==> src/rtl/alu_arbiter.sv <==
// Round-robin front end for the shared combinational ALU: two requesters, one
// registered issue slot, a valid/ready response channel and the architectural flags.
module alu_arbiter #(
  parameter int WIDTH = 16,
  parameter int OPW   = 6
) (
  input  logic             clk,
  input  logic             reset,
  input  logic             req0_valid,
  output logic             req0_ready,
  input  logic [OPW-1:0]   req0_opcode,
  input  logic [WIDTH-1:0] req0_term1,
  input  logic [WIDTH-1:0] req0_term2,
  input  logic             req1_valid,
  output logic             req1_ready,
  input  logic [OPW-1:0]   req1_opcode,
  input  logic [WIDTH-1:0] req1_term1,
  input  logic [WIDTH-1:0] req1_term2,
  output logic [OPW-1:0]   alu_opcode,
  output logic [WIDTH-1:0] alu_term1,
  output logic [WIDTH-1:0] alu_term2,
  input  logic [WIDTH-1:0] alu_out,
  input  logic             alu_zero,
  input  logic             alu_negative,
  input  logic             alu_overflow,
  input  logic             alu_carry,
  output logic             rsp_valid,
  input  logic             rsp_ready,
  output logic             rsp_id,
  output logic [WIDTH-1:0] rsp_result,
  output logic             rsp_wb,
  output logic             rsp_err,
  output logic [3:0]       flags_q
);

  // Opcode encoding shared with the ALU.
  localparam logic [OPW-1:0] OP_NOP = OPW'(0),  OP_ADD = OPW'(1),  OP_SUB = OPW'(2);
  localparam logic [OPW-1:0] OP_MUL = OPW'(3),  OP_DIV = OPW'(4),  OP_MOD = OPW'(5);
  localparam logic [OPW-1:0] OP_CMP = OPW'(6),  OP_INC = OPW'(7),  OP_DEC = OPW'(8);
  localparam logic [OPW-1:0] OP_LSR = OPW'(9),  OP_LSL = OPW'(10), OP_RSR = OPW'(11);
  localparam logic [OPW-1:0] OP_RSL = OPW'(12), OP_MOV = OPW'(13), OP_AND = OPW'(14);
  localparam logic [OPW-1:0] OP_OR  = OPW'(15), OP_XOR = OPW'(16), OP_TST = OPW'(17);

  typedef enum logic [1:0] {IDLE, EXEC, RESP} state_t;

  state_t           state_q, state_d;
  logic             rr_q, rr_d;
  logic             id_q, id_d;
  logic [WIDTH-1:0] t1_q, t1_d, t2_q, t2_d;
  logic [OPW-1:0]   alu_op_q, alu_op_d;
  logic             wb_q, wb_d, err_q, err_d, kill_q, kill_d;
  logic             fall_q, fall_d, fz_q, fz_d;
  logic             rsp_valid_q, rsp_valid_d, rsp_id_q, rsp_id_d;
  logic [WIDTH-1:0] rsp_result_q, rsp_result_d;
  logic             rsp_wb_q, rsp_wb_d, rsp_err_q, rsp_err_d;
  logic [3:0]       rsp_flags_q, rsp_flags_d, flags_d;

  logic             can_accept, last_id, gnt;
  logic [OPW-1:0]   sel_op;
  logic [WIDTH-1:0] sel_t2;
  logic             dec_wb, dec_err, dec_illegal, dec_nop, dec_fall, dec_fz;

  always_comb begin
    state_d      = state_q;
    rr_d         = rr_q;
    id_d         = id_q;
    t1_d         = t1_q;
    t2_d         = t2_q;
    alu_op_d     = alu_op_q;
    wb_d         = wb_q;
    err_d        = err_q;
    kill_d       = kill_q;
    fall_d       = fall_q;
    fz_d         = fz_q;
    rsp_valid_d  = rsp_valid_q;
    rsp_id_d     = rsp_id_q;
    rsp_result_d = rsp_result_q;
    rsp_wb_d     = rsp_wb_q;
    rsp_err_d    = rsp_err_q;
    rsp_flags_d  = rsp_flags_q;
    flags_d      = flags_q;
    req0_ready   = 1'b0;
    req1_ready   = 1'b0;
    dec_wb       = 1'b0;
    dec_err      = 1'b0;
    dec_illegal  = 1'b0;
    dec_nop      = 1'b0;
    dec_fall     = 1'b0;
    dec_fz       = 1'b0;

    // A back-to-back grant in RESP must already see the retiring owner as "last".
    can_accept = (state_q == IDLE) || (state_q == RESP && rsp_ready);
    last_id    = (state_q == RESP) ? id_q : rr_q;
    gnt        = (req0_valid && req1_valid) ? ~last_id : req1_valid;
    sel_op     = gnt ? req1_opcode : req0_opcode;
    sel_t2     = gnt ? req1_term2 : req0_term2;

    case (sel_op)
      OP_ADD, OP_SUB, OP_MUL, OP_INC, OP_DEC: begin
        dec_wb   = 1'b1;
        dec_fall = 1'b1;
      end
      OP_DIV, OP_MOD: begin
        if (sel_t2 == '0) begin
          dec_err = 1'b1;
        end else begin
          dec_wb   = 1'b1;
          dec_fall = 1'b1;
        end
      end
      OP_CMP: dec_fall = 1'b1;
      OP_LSR, OP_LSL, OP_RSR, OP_RSL, OP_MOV, OP_AND, OP_OR, OP_XOR: begin
        dec_wb = 1'b1;
        dec_fz = 1'b1;
      end
      OP_TST: dec_fz = 1'b1;
      OP_NOP: dec_nop = 1'b1;
      default: begin
        dec_err     = 1'b1;
        dec_illegal = 1'b1;
      end
    endcase

    case (state_q)
      EXEC: begin
        rsp_valid_d  = 1'b1;
        rsp_id_d     = id_q;
        rsp_result_d = kill_q ? '0 : alu_out;
        rsp_wb_d     = wb_q;
        rsp_err_d    = err_q;
        rsp_flags_d  = {alu_zero, alu_negative, alu_overflow, alu_carry};
        alu_op_d     = OP_NOP;
        state_d      = RESP;
      end
      RESP: begin
        if (rsp_ready) begin
          rsp_valid_d = 1'b0;
          rr_d        = id_q;
          state_d     = IDLE;
          if (fall_q) begin
            flags_d = rsp_flags_q;
          end else if (fz_q) begin
            flags_d[3] = rsp_flags_q[3];
          end
        end
      end
      default: ;
    endcase

    if (can_accept && (req0_valid || req1_valid)) begin
      req0_ready = ~gnt;
      req1_ready = gnt;
      id_d       = gnt;
      t1_d       = gnt ? req1_term1 : req0_term1;
      t2_d       = sel_t2;
      alu_op_d   = dec_illegal ? OP_NOP : sel_op;
      wb_d       = dec_wb;
      err_d      = dec_err;
      kill_d     = dec_err || dec_nop;
      fall_d     = dec_fall;
      fz_d       = dec_fz;
      state_d    = EXEC;
    end
  end

  always_ff @(posedge clk) begin
    if (reset) begin
      state_q      <= IDLE;
      rr_q         <= 1'b1;
      id_q         <= 1'b0;
      t1_q         <= '0;
      t2_q         <= '0;
      alu_op_q     <= '0;
      wb_q         <= 1'b0;
      err_q        <= 1'b0;
      kill_q       <= 1'b0;
      fall_q       <= 1'b0;
      fz_q         <= 1'b0;
      rsp_valid_q  <= 1'b0;
      rsp_id_q     <= 1'b0;
      rsp_result_q <= '0;
      rsp_wb_q     <= 1'b0;
      rsp_err_q    <= 1'b0;
      rsp_flags_q  <= '0;
      flags_q      <= '0;
    end else begin
      state_q      <= state_d;
      rr_q         <= rr_d;
      id_q         <= id_d;
      t1_q         <= t1_d;
      t2_q         <= t2_d;
      alu_op_q     <= alu_op_d;
      wb_q         <= wb_d;
      err_q        <= err_d;
      kill_q       <= kill_d;
      fall_q       <= fall_d;
      fz_q         <= fz_d;
      rsp_valid_q  <= rsp_valid_d;
      rsp_id_q     <= rsp_id_d;
      rsp_result_q <= rsp_result_d;
      rsp_wb_q     <= rsp_wb_d;
      rsp_err_q    <= rsp_err_d;
      rsp_flags_q  <= rsp_flags_d;
      flags_q      <= flags_d;
    end
  end

  assign alu_opcode = alu_op_q;
  assign alu_term1  = t1_q;
  assign alu_term2  = t2_q;
  assign rsp_valid  = rsp_valid_q;
  assign rsp_id     = rsp_id_q;
  assign rsp_result = rsp_result_q;
  assign rsp_wb     = rsp_wb_q;
  assign rsp_err    = rsp_err_q;

endmodule

==> config.mk <==
export PLATFORM = sky130hd
export DESIGN_NAME = alu_arbiter
export DESIGN_NICKNAME = d
export VERILOG_FILES = /design/src/rtl/alu_arbiter.sv
export SDC_FILE = /design/constraint.sdc
export NUM_CORES = 1
export LEC_CHECK = 0
export ABC_AREA = 1
export CAP_MARGIN = 20
export CORE_MARGIN = 2
export CORE_UTILIZATION = 42
export DETAILED_ROUTE_END_ITERATION = 8
export PLACE_DENSITY = 0.92
export SYNTH_ARGS = -nofsm -noshare
export SYNTH_HDL_FRONTEND = slang
export SYNTH_SLANG_ARGS = --single-unit
==> constraint.sdc <==
create_clock -name clk -period 2.1 [get_ports clk]
set_clock_uncertainty 0.15 [all_clocks]
set_input_delay 0.315 -clock clk [delete_from_list [all_inputs] [get_ports clk]]
set_output_delay 0.315 -clock clk [all_outputs]
set_load 0.1 [all_outputs]
==> results of run 1 <==
per-stage QoR:
stage	hold WS, ns	util, %	worst slack (ns)	TNS [ns]	instance area (um2)
4_1_cts	0.309	68.7	0.00377	0	5700
3_5_place_dp	0.296	65.5	-0.358	-5.42	5440
2_1_floorplan	0.296	-	0.0683	0	3650
5_1_grt	0.340	70.8	-0.130	-0.728	5880
6_report	0.305	70.8	-0.00256	-0.00403	5880
3_3_place_gp	0.285	65.5	-0.227	-3.51	5440
worst register-to-register path, stage by stage (launching register included):
cell and delay (ns):
dfxtp_2 0.36, inv_4 0.06, nand2_4 0.07, nand2_4 0.05
nand3_4 0.09, nand2_4 0.10, buf_8 0.16, buf_6 0.12
nand2_2 0.06, nand2_2 0.06, nor2_2 0.13, nand2_1 0.08
nor2_2 0.14, nand2_2 0.08, a21oi_2 0.14, nand2_1 0.07
nand2_1 0.06, inv_1 0.04
kinds of logic after synthesis:
logic type             Yosys count  share of synthesized area [%]
buffers and inverters           87                           10.2
flip-flops                      75                           41.2
AO/OA/AOI/OAI                   82                           12.7
AND/OR/NAND/NOR                302                           36.0
worst min path at each step:
stage | endpoint | slack (ns)
final | flags_q[3] | 0.31
after global placement | flags_q[3] | 0.28
after CTS | flags_q[3] | 0.31
after detailed placement | flags_q[3] | 0.30
after floorplan | rr_q | 0.30
after global routing | rsp_valid | 0.34
registers in the layout (all words and copies together) (netlist names):
name / flops
alu_term1: 16
alu_term2: 16
rsp_result: 16
alu_opcode: 6
flags_q: 4
rsp_flags_q: 4
state_q: 2
err_q: 1
fall_q: 1
fz_q: 1
id_q: 1
kill_q: 1
rr_q: 1
rsp_err: 1
rsp_id: 1
rsp_valid: 1
rsp_wb: 1
wb_q: 1
metal layers:
layer	share of wire, %	up-vias	track usage (%)
met4	3.6	0	8.56
li1	-	2110	-
met2	52	220	43.8
met3	6.9	48	5.25
met5	0	-	0
met1	38	2022	25.0
what timing repair did:
action	CTS	global route
buffers inserted	3	9
gates resized for setup	15	36
hold endpoints to repair	0	0
endpoints found under the setup margin	5	9
pin swaps	1	17
layout by cell type (no fill, tap or decap), types with 2 or more instances in the layout:
cell and n:
nand3_1 64, nand3b_1 6, buf_6 4, nand2_2 22, o21a_1 17, clkinv_2 2, nand2_4 3, nor2_1 34
a211oi_1 2, nand2_1 151, nand3_2 5, nand3_4 2, inv_1 50, a21oi_2 2, o21ai_0 30, buf_4 101
dfxtp_1 73, nor2_2 11, buf_12 5, clkdlybuf4s50_1 98, nor2_4 4, a21oi_1 28, clkinvlp_4 2, clkbuf_8 9
inv_2 5
final cells by class:
cell class | count | area (um2)
flip-flops and latches | 75 | 1510
inverters | 57 | 216
clock inverters | 6 | 63.8
repair buffers | 211 | 1920
well taps | 105 | 131
clock buffers | 10 | 128
fillers | 605 | 2420
multi-input cells | 384 | 1910
power groups by stage:
stage / clock (mW) / combinational [mW] / sequential (mW)
after global placement: 0 / 1.76 / 1.64
after floorplan: 0 / 0.516 / 2.35
after detailed placement: 0 / 1.79 / 1.65
after CTS: 1.12 / 1.82 / 1.62
final: 1.10 / 1.89 / 1.62
after global routing: 1.20 / 1.99 / 1.64
==> impl_metrics.json, run 1 <==
{
  "outcome": "finished with violations",
  "violations": "setup timing",
  "root_buffer": "clkbuf_8",
  "ys_async_sr_fraction_pct": 0,
  "cp_num_buf_inv": 4,
  "drc": 0,
  "maxCapViolations": 0,
  "syn_nets": 647,
  "synth_area_um2": 3650,
  "dr.pass1.iters": 5,
  "yosys-top-cells-area": "dfxtp_1 41%, nand2_1 17%, nand3_1 9.3%, inv_1 5.6%, a21oi_1 4.1%",
  "synth_ff_type": "dfxtp_1",
  "reg2reg_from": "state_q[0]",
  "worstHoldStart": "flags_q[3]",
  "switchingPower_mw": 1.92,
  "syn-instance-count": 546,
  "nets": 839,
  "fin_crit_ns": 2.10,
  "die_area_um2": 9440,
  "core-area_um2": 8300,
  "power_mw": 4.62,
  "yosysMostFrequentCell": "nand2_1",
  "hold_buffers": 0,
  "antenna_left": 0,
  "drt_iter0_drc": 232,
  "crit_arrival_ns": 2.20,
  "cp_slowest_cell": "dfxtp_2",
  "crit_end": "fall_q",
  "yosys.area.top_type_share_pct": 41.2,
  "worstPathRequired_ns": 2.19,
  "grt_pass1_vias": 4036,
  "tightest_slew_ns": 0.691,
  "cts.sinks": 75,
  "drive_gt1_share_pct": 24.8,
  "r2r_slack_ns": -0.003,
  "relSlewSlack_pct": 53.9,
  "die_width_um": 97.2,
  "place_congestion": 0.899,
  "clock_power_share_pct": 23.8,
  "rsz0062_at_grt": "true",
  "area_growth_pct": 61.1,
  "synthDistinctLibCells": 25,
  "yosys.area.top_type": "dfxtp_1",
  "hold_depth": 2,
  "combPwrFrac_pct": 41.0,
  "grt-ovfl-total": 0,
  "crit_path_start": "state_q[0]",
  "yosys_warnings": 0,
  "floorplan.initialDensity_pct": 43.9,
  "avgSynthCellArea_um2": 6.68,
  "powerDensity_nw_per_um2": 785,
  "cts_tree": "built",
  "p_leak_nw": 2.88,
  "antenna_cells": 0,
  "max_stage_delay_ns": 0.36,
  "fmax_ghz": 0.476,
  "ir_drop_v": 0.000389,
  "cts_buffer_depth": 2,
  "critPathKind": "reg -> reg",
  "grt_max_degree": 33,
  "num_vias": 4400,
  "routed_wl_um": 12000,
  "rr_worst_depth": 17,
  "cts_made_buffers": 9,
  "worst_setup_path_end_kind": "flop",
  "path_clk_slew_ns": 0.08,
  "io_pins": 165,
  "die_h_um": 97.2,
  "row_count": 33,
  "path_cells": "inv_4, nand2_4, nand2_4, nand3_4, nand2_4, buf_8, buf_6, nand2_2, nand2_2, nor2_2, nand2_1, nor2_2, nand2_2, a21oi_2, nand2_1, nand2_1, inv_1",
  "switching_share_pct": 41.6,
  "synth-seq-area-share_pct": 41.2,
  "seqPwrFrac_pct": 35.2,
  "synth_edf_count": 0,
  "cp_top_family": "simple AND/OR/NAND/NOR gates",
  "ys_ff_latch": 75,
  "htree_num_levels": 3,
  "portBuffers": 164,
  "cp-start-kind": "flop",
  "period_share_pct": 100,
  "reg2reg_to": "fall_q",
  "antenna_found_initial": 0,
  "timing.final.max_slew_violations": 0,
  "critPathMaxFanout": 7,
  "finalSetupViolations": 2,
  "wl_per_cell_um": 14.2,
  "layout.cells.non_filler": 848,
  "vias_per_cell": 5.19,
  "grtUsageTotal_pct": 23.2,
  "p_int_mw": 2.70,
  "synth_commonest_cells": "166 x nand2_1, 75 x dfxtp_1, 68 x nand3_1",
  "dpl.hpwl_um": 8430,
  "clkLatencyLatePin_ns": 0.35,
  "path_depth": 17,
  "min_path_type": "reg -> reg",
  "grt_pass1_wl_um": 18300,
  "finalHoldViolCount": 0,
  "numPlacedInstances": 820,
  "setup_ws_ns": -0.00256
}
Power figures use the tool's default switching activity.
==> inputs of run 2 (changes only) <==
--- a/config.mk
+++ b/config.mk
@@ -10,6 +10,7 @@
 export CORE_MARGIN = 2
 export CORE_UTILIZATION = 42
 export DETAILED_ROUTE_END_ITERATION = 8
+export GPL_TIMING_DRIVEN = 1
 export PLACE_DENSITY = 0.92
 export SYNTH_ARGS = -nofsm -noshare
 export SYNTH_HDL_FRONTEND = slang
==> results of run 2 <==
Final layout, timing and power as in run 1 (identical DEF).
==> inputs of run 3 (changes only) <==
==> constraint.sdc (replaced) <==
create_clock -name clk -period 2 [get_ports clk]
set_clock_uncertainty 0.15 [all_clocks]
set_input_delay 0.3 -clock clk [delete_from_list [all_inputs] [get_ports clk]]
set_output_delay 0.3 -clock clk [all_outputs]
set_load 0.1 [all_outputs]
==> run 3 against run 2 <==
Worst hold slack lost 0.0073 ns. Critical endpoint is now kill_q. The run still ends with setup timing left. Clock-buffer cell count is the same. Register-to-register slack lost 0.15 ns. First-iteration DRC count shrank 32%.
==> impl_metrics.json, run 3 (synthesis results as in run 1) <==
{
  "outcome": "finished with violations",
  "violations": "setup timing",
  "fmax_ghz": 0.465,
  "rr_worst_depth": 18,
  "layout_commonest_cell": "nand2_1",
  "finalHoldViolCount": 0,
  "rsz0062_at_grt": "true",
  "period_share_pct": 107,
  "clock_power_share_pct": 21.7,
  "hold_depth": 2,
  "r2r_slack_ns": -0.15,
  "drive_gt1_share_pct": 27.1,
  "io_pins": 165,
  "combPwrFrac_pct": 42.7,
  "crit_arrival_ns": 2.30,
  "cp-start-kind": "flop",
  "max_stage_delay_ns": 0.36,
  "row_count": 33,
  "utilization_pct": 72.3,
  "cts_buffer_depth": 2,
  "drt_iter0_drc": 157,
  "relSlewSlack_pct": 67.9,
  "path_cells": "inv_4, nand2_4, nand2_4, nand3_4, nand2_4, buf_8, buf_6, nand2_2, nand2_1, nor2_1, nand2_1, nor2_2, nand3_1, nand2_1, inv_2, nand3_2, nand2_1, inv_1",
  "die_area_um2": 9440,
  "crit_top_cell": "nand2_1",
  "cts.sinks": 75,
  "die_width_um": 97.2,
  "cp_num_buf_inv": 5,
  "area.sequential_um2": 1500,
  "grt_pass1_wl_um": 18700,
  "vias_per_cell": 5.15,
  "min_path_type": "reg -> reg",
  "wl_per_cell_um": 14.2,
  "clkLatencyLatePin_ns": 0.35,
  "htree_num_levels": 3,
  "nets": 845,
  "fin_crit_ns": 2.15,
  "critPathMaxFanout": 7,
  "path_clk_slew_ns": 0.08,
  "tightest_slew_ns": 0.478,
  "place_congestion": 0.856,
  "power_mw": 4.79,
  "antenna_left": 0,
  "grtUsageTotal_pct": 23.6,
  "setup_ws_ns": -0.148,
  "reg2reg_from": "state_q[0]",
  "finalSetupViolations": 9,
  "cts_tree": "built",
  "seqPwrFrac_pct": 35.6,
  "crit_end": "kill_q",
  "portBuffers": 164,
  "grt_pass1_vias": 4130,
  "fillers": 582,
  "ir_drop_v": 0.000334,
  "reg2reg_to": "kill_q",
  "p_leak_nw": 2.90,
  "path_depth": 18,
  "dr.pass1.iters": 5,
  "area_growth_pct": 64.5,
  "multi_input_area_um2": 2010,
  "worst_setup_path_end_kind": "flop",
  "final_cell_mix": "144 x nand2_1, 108 x buf_4, 99 x clkdlybuf4s50_1, 73 x dfxtp_1, 60 x nand3_1",
  "grt-ovfl-total": 0,
  "floorplan.initialDensity_pct": 43.9,
  "antenna_found_initial": 0,
  "cp_top_family": "simple AND/OR/NAND/NOR gates",
  "num_vias": 4396,
  "switching_share_pct": 42.9,
  "worstPathRequired_ns": 2.15,
  "cts_made_buffers": 9,
  "dpl.hpwl_um": 8300,
  "powerDensity_nw_per_um2": 798,
  "p_int_mw": 2.73,
  "critPathKind": "reg -> reg",
  "routed_wl_um": 12100,
  "root_buffer": "clkbuf_8",
  "core-area_um2": 8300,
  "grt_max_degree": 48,
  "crit_path_start": "state_q[0]",
  "die_h_um": 97.2,
  "drc": 0,
  "timing.final.max_slew_violations": 0,
  "cp_slowest_cell": "dfxtp_2",
  "antenna_cells": 0,
  "maxCapViolations": 0,
  "switchingPower_mw": 2.06
}
run 3: cell count changes in the layout (fill, tap and decap cells not counted), sizes merged:
cell | previous run | this run
buf | 111 | 117
clkinvlp | 2 | 3
dlymetal6s2s | 1 | 0
bufinv | 1 | 0
clkdlybuf4s50 | 98 | 99
run 3: how the worst min path moves through the flow:
stage | from | endpoint
after floorplan | alu_carry | rsp_flags_q[0]
after CTS | flags_q[3] | flags_q[3]
final | flags_q[3] | flags_q[3]
after global placement | flags_q[3] | flags_q[3]
after global routing | flags_q[3] | flags_q[3]
after detailed placement | flags_q[3] | flags_q[3]
run 3: per-stage QoR:
step	cell area [um2]	worst slack (ns)	setup TNS, ns	instances	hold WS (ns)
after floorplan	3650	0.0809	0	546	0.285
after global placement	5480	-0.252	-3.54	824	0.284
after detailed placement	5480	-0.322	-5.13	824	0.290
after CTS	5800	-0.0462	-0.108	847	0.303
after global routing	6000	-0.304	-1.66	854	0.331
final	6000	-0.148	-0.710	854	0.298
run 3: final cells by class:
| class | count | area share [%] |
|---|---|---|
| Tap cell | 105 | 2.19 |
| Inverter | 57 | 3.61 |
| Timing Repair Buffer | 217 | 32.8 |
| Sequential cell | 75 | 25.1 |
| Clock buffer | 10 | 2.13 |
| Multi-Input combinational cell | 384 | 33.5 |
| Clock inverter | 6 | 0.688 |
run 3: power by group through the flow:
stage | Sequential [mW] | Clock, mW | Combinational (mW)
finish | 1.70 | 1.04 | 2.04
global route | 1.71 | 1.13 | 2.15
CTS | 1.70 | 1.06 | 1.95
detailed placement | 1.73 | 0 | 1.89
global placement | 1.72 | 0 | 1.86
floorplan | 2.47 | 0 | 0.543
run 3: tightest hold or removal path, cell delays in order (launching register included):
cell,delay [ns]
dfxtp_1,0.32
inv_1,0.05
a21oi_1,0.05
run 3: per-layer routing:
metal  track usage [%]  routed length, um
met1              25.8               4770
met2              44.0               6130
met3              5.54                736
met4              8.56                476
met5                 0                  0
run 3: timing repair:
item                       4_1_cts  5_1_grt
gates resized for setup         29       40
pin swaps                        5       23
hold endpoints to repair         0        0
setup buffers                    7        7
hold buffers                     0        0
setup endpoints to repair        9       11
